==> src/rtl/mem_stage.sv <==
// Purpose: MEM pipeline stage -- data-memory handshake, branch resolve, MEM/WB register.
// Latency: 1 cycle to MEM/WB for non-memory ops; memory ops complete on dm_ack, timeout after TIMEOUT wait cycles.
// Backpressure: stall holds upstream while a memory access waits for dm_ack; MEM/WB takes bubbles meanwhile.
module mem_stage #(
  parameter int TIMEOUT = 15
) (
  input  logic        clk,
  input  logic        rst,
  input  logic [1:0]  WB_in,
  input  logic [2:0]  MEM_in,
  input  logic [31:0] add_in,
  input  logic [31:0] alu_in,
  input  logic [31:0] RD2_in,
  input  logic [4:0]  WN_in,
  input  logic        z_in,
  output logic        dm_req,
  output logic        dm_we,
  output logic [31:0] dm_addr,
  output logic [31:0] dm_wdata,
  input  logic [31:0] dm_rdata,
  input  logic        dm_ack,
  output logic        stall,
  output logic        pcsrc,
  output logic [31:0] br_target,
  output logic [1:0]  WB_out,
  output logic [31:0] RD_out,
  output logic [31:0] alu_out,
  output logic [4:0]  WN_out,
  output logic        addr_err,
  output logic        bus_err
);

  localparam int CW = $clog2(TIMEOUT + 1);
  localparam logic [CW-1:0] CNT_MAX = CW'(TIMEOUT);
  localparam logic [CW-1:0] CNT_ONE = CW'(1);

  localparam logic [0:0] S_IDLE = 1'b0;
  localparam logic [0:0] S_WAIT = 1'b1;

  logic [0:0]    state, state_nxt;
  logic [CW-1:0] cnt, cnt_nxt;

  logic mem_op, aligned, access, misaligned;
  logic in_wait, expired, is_read, bubble, ack_seen;

  // Decode the memory operation; a simultaneous read+write is treated as a write.
  always_comb begin
    mem_op     = MEM_in[1] | MEM_in[0];
    aligned    = (alu_in[1:0] == 2'b00);
    access     = mem_op & aligned;
    misaligned = mem_op & ~aligned;
    is_read    = MEM_in[1] & ~MEM_in[0];
    in_wait    = (state == S_WAIT);
  end

  // Memory request and stall; reset gates both so an aborted access drops at once.
  always_comb begin
    dm_req   = rst & (in_wait | access);
    dm_we    = MEM_in[0] & dm_req;
    dm_addr  = alu_in;
    dm_wdata = RD2_in;
    ack_seen = dm_ack & dm_req;
    // An ack on the last allowed wait cycle wins over the timeout.
    expired  = rst & in_wait & ~dm_ack & (cnt == CNT_MAX);
    stall    = dm_req & ~dm_ack & ~expired;
    // Misalignment is only possible for a freshly sampled instruction, i.e. in IDLE.
    bubble   = stall | expired | (misaligned & ~in_wait);
  end

  // Branch resolution is purely combinational and ignores the access FSM.
  always_comb begin
    pcsrc     = MEM_in[2] & z_in;
    br_target = add_in;
  end

  // Next-state and wait counter: cnt holds the number of wait cycles already spent.
  always_comb begin
    state_nxt = state;
    cnt_nxt   = cnt;
    case (state)
      S_IDLE: begin
        if (access && !dm_ack) begin
          state_nxt = S_WAIT;
          cnt_nxt   = CNT_ONE;
        end
      end
      S_WAIT: begin
        if (dm_ack || expired) begin
          state_nxt = S_IDLE;
          cnt_nxt   = '0;
        end else begin
          cnt_nxt   = cnt + CNT_ONE;
        end
      end
      default: begin
        state_nxt = S_IDLE;
        cnt_nxt   = '0;
      end
    endcase
  end

  // FSM state register.
  always_ff @(posedge clk or negedge rst) begin
    if (!rst) begin
      state <= S_IDLE;
      cnt   <= '0;
    end else begin
      state <= state_nxt;
      cnt   <= cnt_nxt;
    end
  end

  // MEM/WB register: loads every cycle; a bubble only clears the write-back controls.
  always_ff @(posedge clk or negedge rst) begin
    if (!rst) begin
      WB_out   <= 2'b00;
      RD_out   <= 32'h0;
      alu_out  <= 32'h0;
      WN_out   <= 5'd0;
      addr_err <= 1'b0;
      bus_err  <= 1'b0;
    end else begin
      WB_out   <= bubble ? 2'b00 : WB_in;
      RD_out   <= (is_read && ack_seen) ? dm_rdata : 32'h0;
      alu_out  <= alu_in;
      WN_out   <= WN_in;
      addr_err <= misaligned & ~in_wait;
      bus_err  <= expired;
    end
  end

endmodule

==> config.mk <==
export PLATFORM = sky130hd
export DESIGN_NAME = mem_stage
export DESIGN_NICKNAME = d
export VERILOG_FILES = /design/src/rtl/mem_stage.sv
export SDC_FILE = /design/constraint.sdc
export NUM_CORES = 1
export LEC_CHECK = 0
export CAP_MARGIN = 5
export CORE_AREA = 2 2 122 124
export DETAILED_ROUTE_END_ITERATION = 6
export DIE_AREA = 0 0 124 126
export PLACE_DENSITY_LB_ADDON = 0.1
export SLEW_MARGIN = 10
export SYNTH_ARGS = -nofsm -noshare
export SYNTH_HDL_FRONTEND = slang
export SYNTH_SLANG_ARGS = --single-unit
export TNS_END_PERCENT = 1
==> constraint.sdc <==
create_clock -name clk -period 1.5 [get_ports clk]
set_input_delay 0.3 -clock clk [delete_from_list [all_inputs] [get_ports clk]]
set_output_delay 0.3 -clock clk [all_outputs]
set_load 0.02 [all_outputs]
; Word level (Yosys, flattened, before mapping)
; Index checks and enable logic that the tools add are counted.
[op_classes]
reduce_logical = 5
eq_ne = 2
muxes = 8
bitwise = 22
addsub = 1
[op_table]
columns = operator, n
row1 = two-way mux 32 bit, 1
row2 = AND 1 bit, 13
row3 = two-way mux 4 bit, 2
row4 = case mux 4 bit (2 select lines), 1
row5 = inverter 1 bit, 5
row6 = adder 4 x 1 -> 4 bit (second input constant), 1
row7 = == test 4 bit (second input constant), 1
row8 = bitwise OR 1 bit, 4
row9 = logical AND 1 bit, 2
row10 = zero test 2 bit, 1
row11 = two-way mux 1 bit, 2
row12 = two-way mux 2 bit, 1
row13 = != test 2 x 1 -> 1 bit (second input constant), 1
row14 = case mux 1 bit (2 select lines), 1
row15 = zero test 1 bit, 1
row16 = logical OR 1 bit, 1
[word_totals]
word_cells = 46
input_bits = 142
reg_bits = 78

; Logic depth before layout (Yosys ltp)
; Gate-level depths: netlist (run 1).
[logic_depth]
ltp_word = 9
ltp_mapped = 4
ltp_nobuf = 4

; Worst setup path after synthesis (run 1)
; No wires, ideal clock.
[synth_path]
path_type = reg-to-output
from = register cnt[0]
to = output port stall
t_arrival_ns = 1.367
stages_incl_launch_ff = 5
path_slack_ns = -0.167
path_buffers = 0
cell_sequence = dfrtp_1 ha_1 nand4_1 o21ai_0 nor3b_1
[synth_between]
elab_chain_len = 4
[synth_rtl]
columns = item, line
row1 = from (decl), 41  ; logic [CW-1:0] cnt, cnt_nxt;
row2 = from (signal assigned), 109  ; cnt <= cnt_nxt;
row3 = == test 4 bit, 64  ; expired = rst & in_wait & ~dm_ack & (cnt == CNT_MAX);
row4 = AND 1 bit, 64
row5 = inverter 1 bit, 65  ; stall = dm_req & ~dm_ack & ~expired;
row6 = AND 1 bit, 65
row7 = to (decl), 22  ; output logic stall,
; Every way passes these cells.

; Worst setup path in the final report (run 1)
[layout_path]
from = register cnt[1]
to = output port stall
; The elaborated chain is that of the path after synthesis.

==> key figures, run 1 <==
Synth
  – Largest area contributor in the synthesized netlist: dfrtp_1
  – Yosys top cell area share: 0.619
  – Mux cell area share after synthesis: 0
  – Main synth FF type: dfrtp_1
  – Synth Area in Compound Gates: 0.0238
  – Top cells by area, synth: dfrtp_1 (62%), buf_4 (23%), and2_1 (6.5%)
  – Sequential fraction of the synthesis area: 0.619
  – Mapped Area: 3160 um2
  – EDFF count, synth: 0
  – Async S/R FF share, synth: 1.00
  – Flops & latches, synth: 78
  – Syn avg cell area: 12.8 um2
  – Post-Synth Simple-Gate Area: 0.108
  – XOR/XNOR Fraction of Synth Area: 0.00278
  – Synth unique cells: 28
  – Synth Area in Adders: 0.00397
  – Synth warn: 0
  – Mapped Nets: 390
  – Synthesized instance count: 247
  – Largest family of logic cells by synthesized area: buffers and inverters

Place
  – RD Place Congestion: 0.732
  – Detailed placement HPWL: 7820 um
  – Placed cell area: 4880 um2
  – Port bufs: 186
  – Dpl ws: -0.758 ns

STA
  – Slew Viols, Final: 0
  – Setup violators final: 1
  – Fin crit period: 1.70 ns
  – Fin. Hold Viols: 0
  – RSZ-0062 raised after global routing: true
  – Period utilization: 1.13
  – Total negative slack: -0.201 ns
  – Setup WS post-layout: -0.201 ns
  – Worst slew margin: 0.467
  – Clock Skews: 0.00317 ns
  – Slew at the pin closest to its max-slew limit: 0.800 ns
  – Fmax: 0.588 GHz

Finish
  – Area of the multi-input gates: 458 um2
  – Most frequent cells in the layout: dlygate4sd2_1 (108), dfrtp_1 (78), clkdlybuf4s50_1 (72), buf_4 (49), and2_1 (33)
  – Commonest non-fill, non-tap cell in the layout: dlygate4sd2_1
  – # diodes: 0
  – Register area: 1950 um2
  – Design area: 5030 um2
  – Share of cells above drive strength 1: 0.189
  – Final net count: 537
  – FILL cells: 1492
  – Area growth syn-to-layout: 59.3%
  – Final core utilization: 0.351

Detailed routing
  – Vias: 2139
  – Via/cell ratio: 3.68
  – Post-DR wirelength/cell: 16.7 um
  – # DRC: 0
  – DRT Pass-1 Iters: 4
  – ANT nets after route: 0
  – Post-Route WL: 9730 um
  – DR iter-0 viols: 59

CTS
  – CTS tree: built
  – Cts bufs inserted: 9
  – Clock buffer depth: 2
  – Worst-Skew Late Latency: 0.33 ns
  – Root Driver: clkbuf_16
  – CTS clk-pin slew, worst paths: 0.06 ns
  – Htree depth: 3
  – Clk sinks: 78

Outcome
  – Status: finished, violations left
  – Violated checks: setup timing

Worst setup path
  – Critical path endpoint: stall
  – Worst r2r path cells: 5
  – Crit path buf inv count: 1
  – FF-to-FF Start: in_wait
  – Largest delay share family, worst path: flip-flops
  – Worst path depth: 5
  – CP Data Required Time: 1.20 ns
  – Crit path from: cnt[1]
  – Worst setup SP type: register
  – RR Endpoint: RD_out[7]
  – Worst path cell trace: ha_2 -> nand4_1 -> o21ai_2 -> nor3b_2 -> buf_4
  – Slowest cell on crit path: dfrtp_1
  – Crit path max fanout: 2
  – Internal reg-to-reg setup slack: 0.08 ns
  – Setup Crit Path Kind: register to output port
  – Worst path arrival time: 1.40 ns
  – CP Capture Type: output port
  – Worst path max stage delay: 0.38 ns

Floorplan
  – Initial core utilization: 0.220
  – Die footprint: 15600 um2
  – Core area: 14300 um2
  – Die X: 124 um
  – Std cell rows: 44
  – IO Count: 315
  – Die height: 126 um

Global routing
  – Vias in the first global route: 2110
  – Total congestion overflow: 0
  – Gr usage total: 0.122
  – First-pass GRT wire length: 13500 um
  – Initial antenna violation count: 0
  – Largest net degree at the start of global routing: 64

Pwr
  – VDD IR max: 0.411 mV
  – Overall power: 4.95 mW
  – P_leak: 2.55 nW
  – Power Dens Cells: 984 nW/um2

Hold path
  – Type of the worst min-delay path: input pin to async pin

Run
  – Max Cap Viol: 0
==> cells by family (layout without fill, tap and decap cells) <==
| kind of cell | Yosys count | in the layout |
|---|---|---|
| adders and majority gates | 1 | 1 |
| buffers and inverters | 102 | 252 |
| AOI/OAI and AO/OA | 10 | 10 |
| xor gates and xnor gates | 1 | 1 |
| DFF | 78 | 78 |
| and+or+nand+nor | 55 | 55 |
==> cell usage after synthesis (2+ instances only) <==
master and number:
buf_4 96, dfrtp_1 78, and2_1 33, nor2_1 4
nor2b_1 4, buf_6 3, inv_1 3, nand3_1 3
a21oi_1 2, a22oi_1 2, nand2_1 2
==> timing repair <==
item	in CTS	in global routing
cloned	0	0
hold buffers	0	0
setup endpoints to repair	109	3
resized for setup	132	1
pin swaps	4	2
buffers inserted	0	1
==> how the worst min path moves through the flow <==
stage          from          to  slack, ns  cells after the start
2_1_floorplan   rst   RD_out[0]      0.004                      0
3_3_place_gp    rst      cnt[2]       0.42                      3
3_5_place_dp    rst      cnt[2]       0.41                      3
4_1_cts         rst  RD_out[23]       0.06                      3
5_1_grt         rst  RD_out[27]       0.07                      3
6_report        rst     in_wait       0.06                      3
==> flip-flops by register name (all words and copies together), names as in the netlist <==
signal    count
WB_out        2
WN_out        5
in_wait       1
RD_out       32
cnt           4
alu_out      32
addr_err      1
bus_err       1
==> report_power, final <==
part	internal, mW	leakage [nW]	total (mW)	switching, mW
Clock	1.14	0.126	1.95	0.809
Sequential	2.19	0.994	2.21	0.0245
Combinational	0.432	1.43	0.787	0.356
==> cell type report <==
class	count	area share
tap	184	0.0458
inverter	3	0.00224
sequential	78	0.388
clock inverter	4	0.00498
clock buffer	10	0.0475
multi-input combinational	67	0.0911
timing repair buffer	235	0.420
==> per-layer routing <==
metal,track usage,vias to the layer above,part of all wire,routed length [um]
li1,-,977,-,-
met5,0,-,0,0
met3,0.0575,45,0.14,1360
met1,0.107,962,0.30,2920
met4,0.0813,0,0.045,439
met2,0.218,155,0.52,5010
==> worst min-delay path: cells and delay by family <==
kind / cells / cell delay [ns]
buffers and inverters: 3 / 0.45
==> metrics by stage <==
step | std cells | hold WS [ns]
after CTS | 580 | 0.0565
after global routing | 581 | 0.0731
after global placement | 566 | 0.416
after detailed placement | 566 | 0.415
final | 581 | 0.0560
after floorplan | 247 | 0.00441
Power figures use the tool's default switching activity.
==> inputs of run 2 (changes only) <==
Settings changed: CAP_MARGIN 5 to 0, CORE_AREA 2 2 122 124 to 5 5 119 121, GPL_TIMING_DRIVEN set to 0.
==> run 2 against run 1 <==
Against the previous run: the run still ends with setup timing left; non-clock buffer count grew 126; fmax down 2.5%; clock power up 13%; largest cell class unchanged; critical endpoint unchanged; cell area is 24% higher; global-route usage increased by 0.94 points.
==> key figures, run 2 (synthesized netlist as in run 1, its figures left out) <==
Outcome
  – Status: finished, violations left
  – Violated checks: setup timing

STA
  – Fin crit period: 1.74 ns
  – Period utilization: 1.16
  – Setup WS post-layout: -0.245 ns
  – Slew at the pin closest to its max-slew limit: 0.381 ns
  – RSZ-0062 raised after global routing: true
  – Fmax: 0.573 GHz
  – Worst slew margin: 0.745
  – Setup violators final: 3
  – Hold slack: 0.0238 ns
  – Slew Viols, Final: 0
  – Total negative slack: -0.539 ns
  – Clock Skews: 0.00349 ns
  – Fin. Hold Viols: 0

Pwr
  – P_leak: 3.14 nW
  – Clk pwr share: 0.390
  – Overall power: 5.66 mW
  – Flop pwr share: 0.392
  – VDD IR max: 0.474 mV
  – Internal: 4.26 mW
  – Comb power frac: 0.218
  – NetSw: 1.40 mW
  – Power Dens Cells: 911 nW/um2
  – Sw Share: 0.247

Detailed routing
  – Vias: 2599
  – DRT Pass-1 Iters: 2
  – DR iter-0 viols: 73
  – Post-Route WL: 10800 um
  – Via/cell ratio: 3.71
  – ANT nets after route: 0
  – Post-DR wirelength/cell: 15.4 um
  – # DRC: 0

CTS
  – CTS clk-pin slew, worst paths: 0.06 ns
  – Clock buffer depth: 2
  – CTS tree: built
  – Cts bufs inserted: 9
  – Clk sinks: 78
  – Worst-Skew Late Latency: 0.33 ns
  – Htree depth: 3
  – Root Driver: clkbuf_16

Floorplan
  – IO Count: 315
  – Die footprint: 15600 um2
  – Std cell rows: 42
  – Initial core utilization: 0.243
  – Die height: 126 um
  – Die X: 124 um
  – Core area: 13000 um2

Worst setup path
  – Setup Crit Path Kind: register to output port
  – Crit path max fanout: 2
  – Worst setup SP type: register
  – CP Capture Type: output port
  – CP Data Required Time: 1.20 ns
  – Worst path arrival time: 1.44 ns

Finish
  – Biggest regs: RD_out x32, alu_out x32, WN_out x5
  – # diodes: 0
  – FILL cells: 1248
  – Area growth syn-to-layout: 96.7%
  – Most frequent cells in the layout: clkdlybuf4s50_1 (136), buf_4 (131), dlygate4sd2_1 (79), dfrtp_1 (77), and2_1 (33)
  – Final core utilization: 0.478
  – Share of cells above drive strength 1: 0.322
  – Final net count: 663
  – Fin cells: 701
  – Design area: 6210 um2
  – Commonest non-fill, non-tap cell in the layout: clkdlybuf4s50_1

Hold path
  – Type of the worst min-delay path: input pin to async pin

Global routing
  – Total congestion overflow: 0
  – Initial antenna violation count: 0
  – First-pass GRT wire length: 15500 um
  – Gr usage total: 0.132
  – Met3 GRT Util: 0.0574
  – Vias in the first global route: 2848
  – Met2 usage: 0.235
  – Gr busiest metal: met2
  – Grt met1 use: 0.131
  – Largest net degree at the start of global routing: 29

Place
  – Detailed placement HPWL: 8870 um
  – RD Place Congestion: 0.756
  – Port bufs: 250
  – Placed Instances: 674
  – Placed cell area: 5910 um2
  – Dpl ws: -1.05 ns

Run
  – Max Cap Viol: 0
==> run 2: cell count changes in the layout (fill, tap and decap cells not counted), sizes merged <==
cell,previous run,this run
clkinv,2,1
bufinv,0,1
clkdlybuf4s50,72,136
clkdlybuf4s15,2,0
clkbuf,10,14
buf,53,144
bufbuf,0,1
clkinvlp,2,1
dlygate4sd2,108,79
==> run 2: final timing paths <==
| check | startpoint | end | slack, ns | cells past startpoint |
|---|---|---|---|---|
| max in group asynchronous | rst | cnt[2] | 1.25 | 2 |
| max reg2reg | cnt[0] | cnt[3] | -0.17 | 8 |
| min in group clk | alu_in[1] | alu_out[1] | 0.34 | 1 |
| min | rst | in_wait | 0.02 | 3 |
| max | cnt[1] | stall | -0.24 | 5 |
| min reg2reg | cnt[3] | cnt[3] | 0.55 | 1 |
==> run 2: final cells by class <==
type	instances	area, um2	area share
multi-input cells	67	470	0.0758
inverters	3	11.3	0.00181
clock inverters	3	42.5	0.00685
well taps	176	220	0.0355
plain buffers	99	754	0.122
flip-flops and latches	78	1950	0.315
repair buffers	262	2500	0.402
clock buffers	13	260	0.0419
==> run 2: routing by layer <==
layer,vias up,share of wire
met4,0,0.019
met2,194,0.51
met5,-,0
met1,1161,0.33
li1,1231,-
met3,13,0.14
==> run 2: worst max-delay path, stage by stage (launching register included) <==
cell     delay (ns)
dfrtp_1        0.38
ha_2           0.19
nand4_1        0.12
o21ai_2        0.08
nor3b_2        0.17
buf_4          0.17
==> run 2: repair_timing <==
item / CTS / global route
hold buffers: 3 / 0
resized for setup: 139 / 3
setup endpoints to repair: 110 / 8
setup buffers: 6 / 1
endpoints found under the hold margin: 23 / 0
pin swaps: 5 / 4
gates cloned: 1 / 0
==> run 2: power by group through the flow <==
stage               combinational (mW)  sequential, mW  clock (mW)
floorplan                        0.460            2.34           0
global placement                  1.24            2.26           0
detailed placement                1.25            2.26           0
CTS                               1.25            2.22        2.27
global route                      1.32            2.23        2.36
finish                            1.23            2.22        2.21
==> inputs of run 3 (changes only) <==
Settings changed: CORE_AREA 5 5 119 121 to 5 5 118 120, DIE_AREA 0 0 124 126 to 0 0 123 125.
Clock period 1.5 ns to 2.14 ns, I/O delays scaled along.
==> run 3 against run 2 <==
Against the previous run: the flow now finishes without violations; final cell count fell by 1.0%; setup slack improved by 0.32 ns; critical path depth fell by 2; largest power group unchanged; highest routed layer unchanged.
==> key figures, run 3 (synthesized netlist as in run 1, its figures left out) <==
Finish
  – Final core utilization: 0.486
  – FILL cells: 1190
  – Design area: 6260 um2
  – # diodes: 0
  – Biggest regs: RD_out x32, alu_out x32, WN_out x5
  – Share of cells above drive strength 1: 0.243
  – Commonest non-fill, non-tap cell in the layout: clkdlybuf4s50_1
  – Most frequent cells in the layout: clkdlybuf4s50_1 (241), buf_4 (98), dfrtp_1 (78), and2_1 (33), clkbuf_16 (9)
  – Fin cells: 694
  – Final net count: 656
  – Area growth syn-to-layout: 98.3%

Pwr
  – P_leak: 2.86 nW
  – VDD IR max: 0.299 mV
  – Sw Share: 0.249
  – Clk pwr share: 0.360
  – Comb power frac: 0.231
  – Power Dens Cells: 610 nW/um2
  – NetSw: 950 uW
  – Overall power: 3.82 mW
  – Internal: 2.87 mW
  – Flop pwr share: 0.408

Place
  – Placed cell area: 5900 um2
  – Detailed placement HPWL: 8940 um
  – RD Place Congestion: 0.778
  – Port bufs: 250
  – Placed Instances: 674
  – Dpl ws: -0.691 ns

Floorplan
  – Die height: 125 um
  – IO Count: 315
  – Die footprint: 15400 um2
  – Std cell rows: 42
  – Initial core utilization: 0.245
  – Die X: 123 um
  – Core area: 12900 um2

STA
  – Total negative slack: 0 ns
  – Worst slew margin: 0.751
  – Slew Viols, Final: 0
  – Clock Skews: 0.00933 ns
  – Fmax: 0.485 GHz
  – Setup WS post-layout: 0.0777 ns
  – Hold slack: 0.0829 ns
  – Setup violators final: 0
  – Period utilization: 0.964
  – Fin. Hold Viols: 0
  – RSZ-0062 raised after global routing: false
  – Slew at the pin closest to its max-slew limit: 0.373 ns
  – Fin crit period: 2.06 ns

CTS
  – Worst-Skew Late Latency: 0.33 ns
  – CTS tree: built
  – Root Driver: clkbuf_16
  – Htree depth: 3
  – Clock buffer depth: 2
  – Clk sinks: 78
  – Cts bufs inserted: 9
  – CTS clk-pin slew, worst paths: 0.05 ns

Worst setup path
  – CP Data Required Time: 1.71 ns
  – Worst path max stage delay: 0.59 ns
  – Setup Crit Path Kind: input pin to output port
  – Largest delay share family, worst path: buffers and inverters
  – CP Capture Type: output port
  – CP dominant cell by count: clkdlybuf4s50_1
  – Worst path cell trace: clkdlybuf4s50_1 -> buf_4 -> clkdlybuf4s50_1
  – Worst path arrival time: 1.63 ns
  – Worst setup SP type: input pin
  – Crit path buf inv count: 3
  – Crit path max fanout: 2
  – Slowest cell on crit path: clkdlybuf4s50_1

Detailed routing
  – Post-DR wirelength/cell: 15.7 um
  – ANT nets after route: 0
  – Via/cell ratio: 3.75
  – # DRC: 0
  – Post-Route WL: 10900 um
  – DRT Pass-1 Iters: 4
  – Vias: 2605
  – DR iter-0 viols: 72

Outcome
  – Status: complete, no violations

Global routing
  – Gr usage total: 0.137
  – First-pass GRT wire length: 15700 um
  – Total congestion overflow: 0
  – Initial antenna violation count: 0
  – Largest net degree at the start of global routing: 34
  – Vias in the first global route: 2788

Hold path
  – Type of the worst min-delay path: input pin to async pin

Run
  – Max Cap Viol: 0
## run 3: final cells by class
| class | instances | area [um2] | share of cell area |
|---|---|---|---|
| Buffer | 99 | 754 | 0.121 |
| Clock buffer | 13 | 250 | 0.0400 |
| Clock inverter | 3 | 18.8 | 0.00300 |
| Inverter | 3 | 11.3 | 0.00180 |
| Multi-Input combinational cell | 67 | 454 | 0.0726 |
| Sequential cell | 78 | 1950 | 0.312 |
| Tap cell | 176 | 220 | 0.0352 |
| Timing Repair Buffer | 255 | 2590 | 0.415 |
## run 3: what timing repair did
| action | in CTS | in global routing |
|---|---|---|
| setup endpoints to repair | 4 | 3 |
| setup buffers | 2 | 0 |
| hold buffers | 1 | 0 |
| resized for setup | 19 | 4 |
| hold endpoints to repair | 33 | 0 |
| pin swaps | 2 | 1 |
| gates cloned | 1 | 0 |
## run 3: path summary, 6_finish.rpt
path,startpoint,endpoint,slack (ns),depth (start not counted)
max in group asynchronous,rst,WN_out[3],1.77,2
min reg2reg,cnt[1],cnt[1],0.52,1
min,rst,RD_out[30],0.08,2
max reg2reg,cnt[0],cnt[3],0.66,5
min in group clk,alu_in[0],alu_out[0],0.35,1
max,alu_in[26],dm_addr[26],0.08,3
## run 3: metal layers
metal  GRT usage  share of wire  vias up
li1            -              -     1218
met1       0.136           0.34     1183
met2       0.252           0.52      192
met3      0.0547           0.13       12
met4      0.0489          0.013        0
met5           0              0        -
## run 3: power groups by stage
stage	clock network, mW	logic, mW	registers (mW)
after floorplan	0	0.321	1.64
after global placement	0	0.867	1.58
after detailed placement	0	0.879	1.58
after CTS	1.44	0.899	1.56
after global routing	1.50	0.937	1.57
final	1.37	0.883	1.56
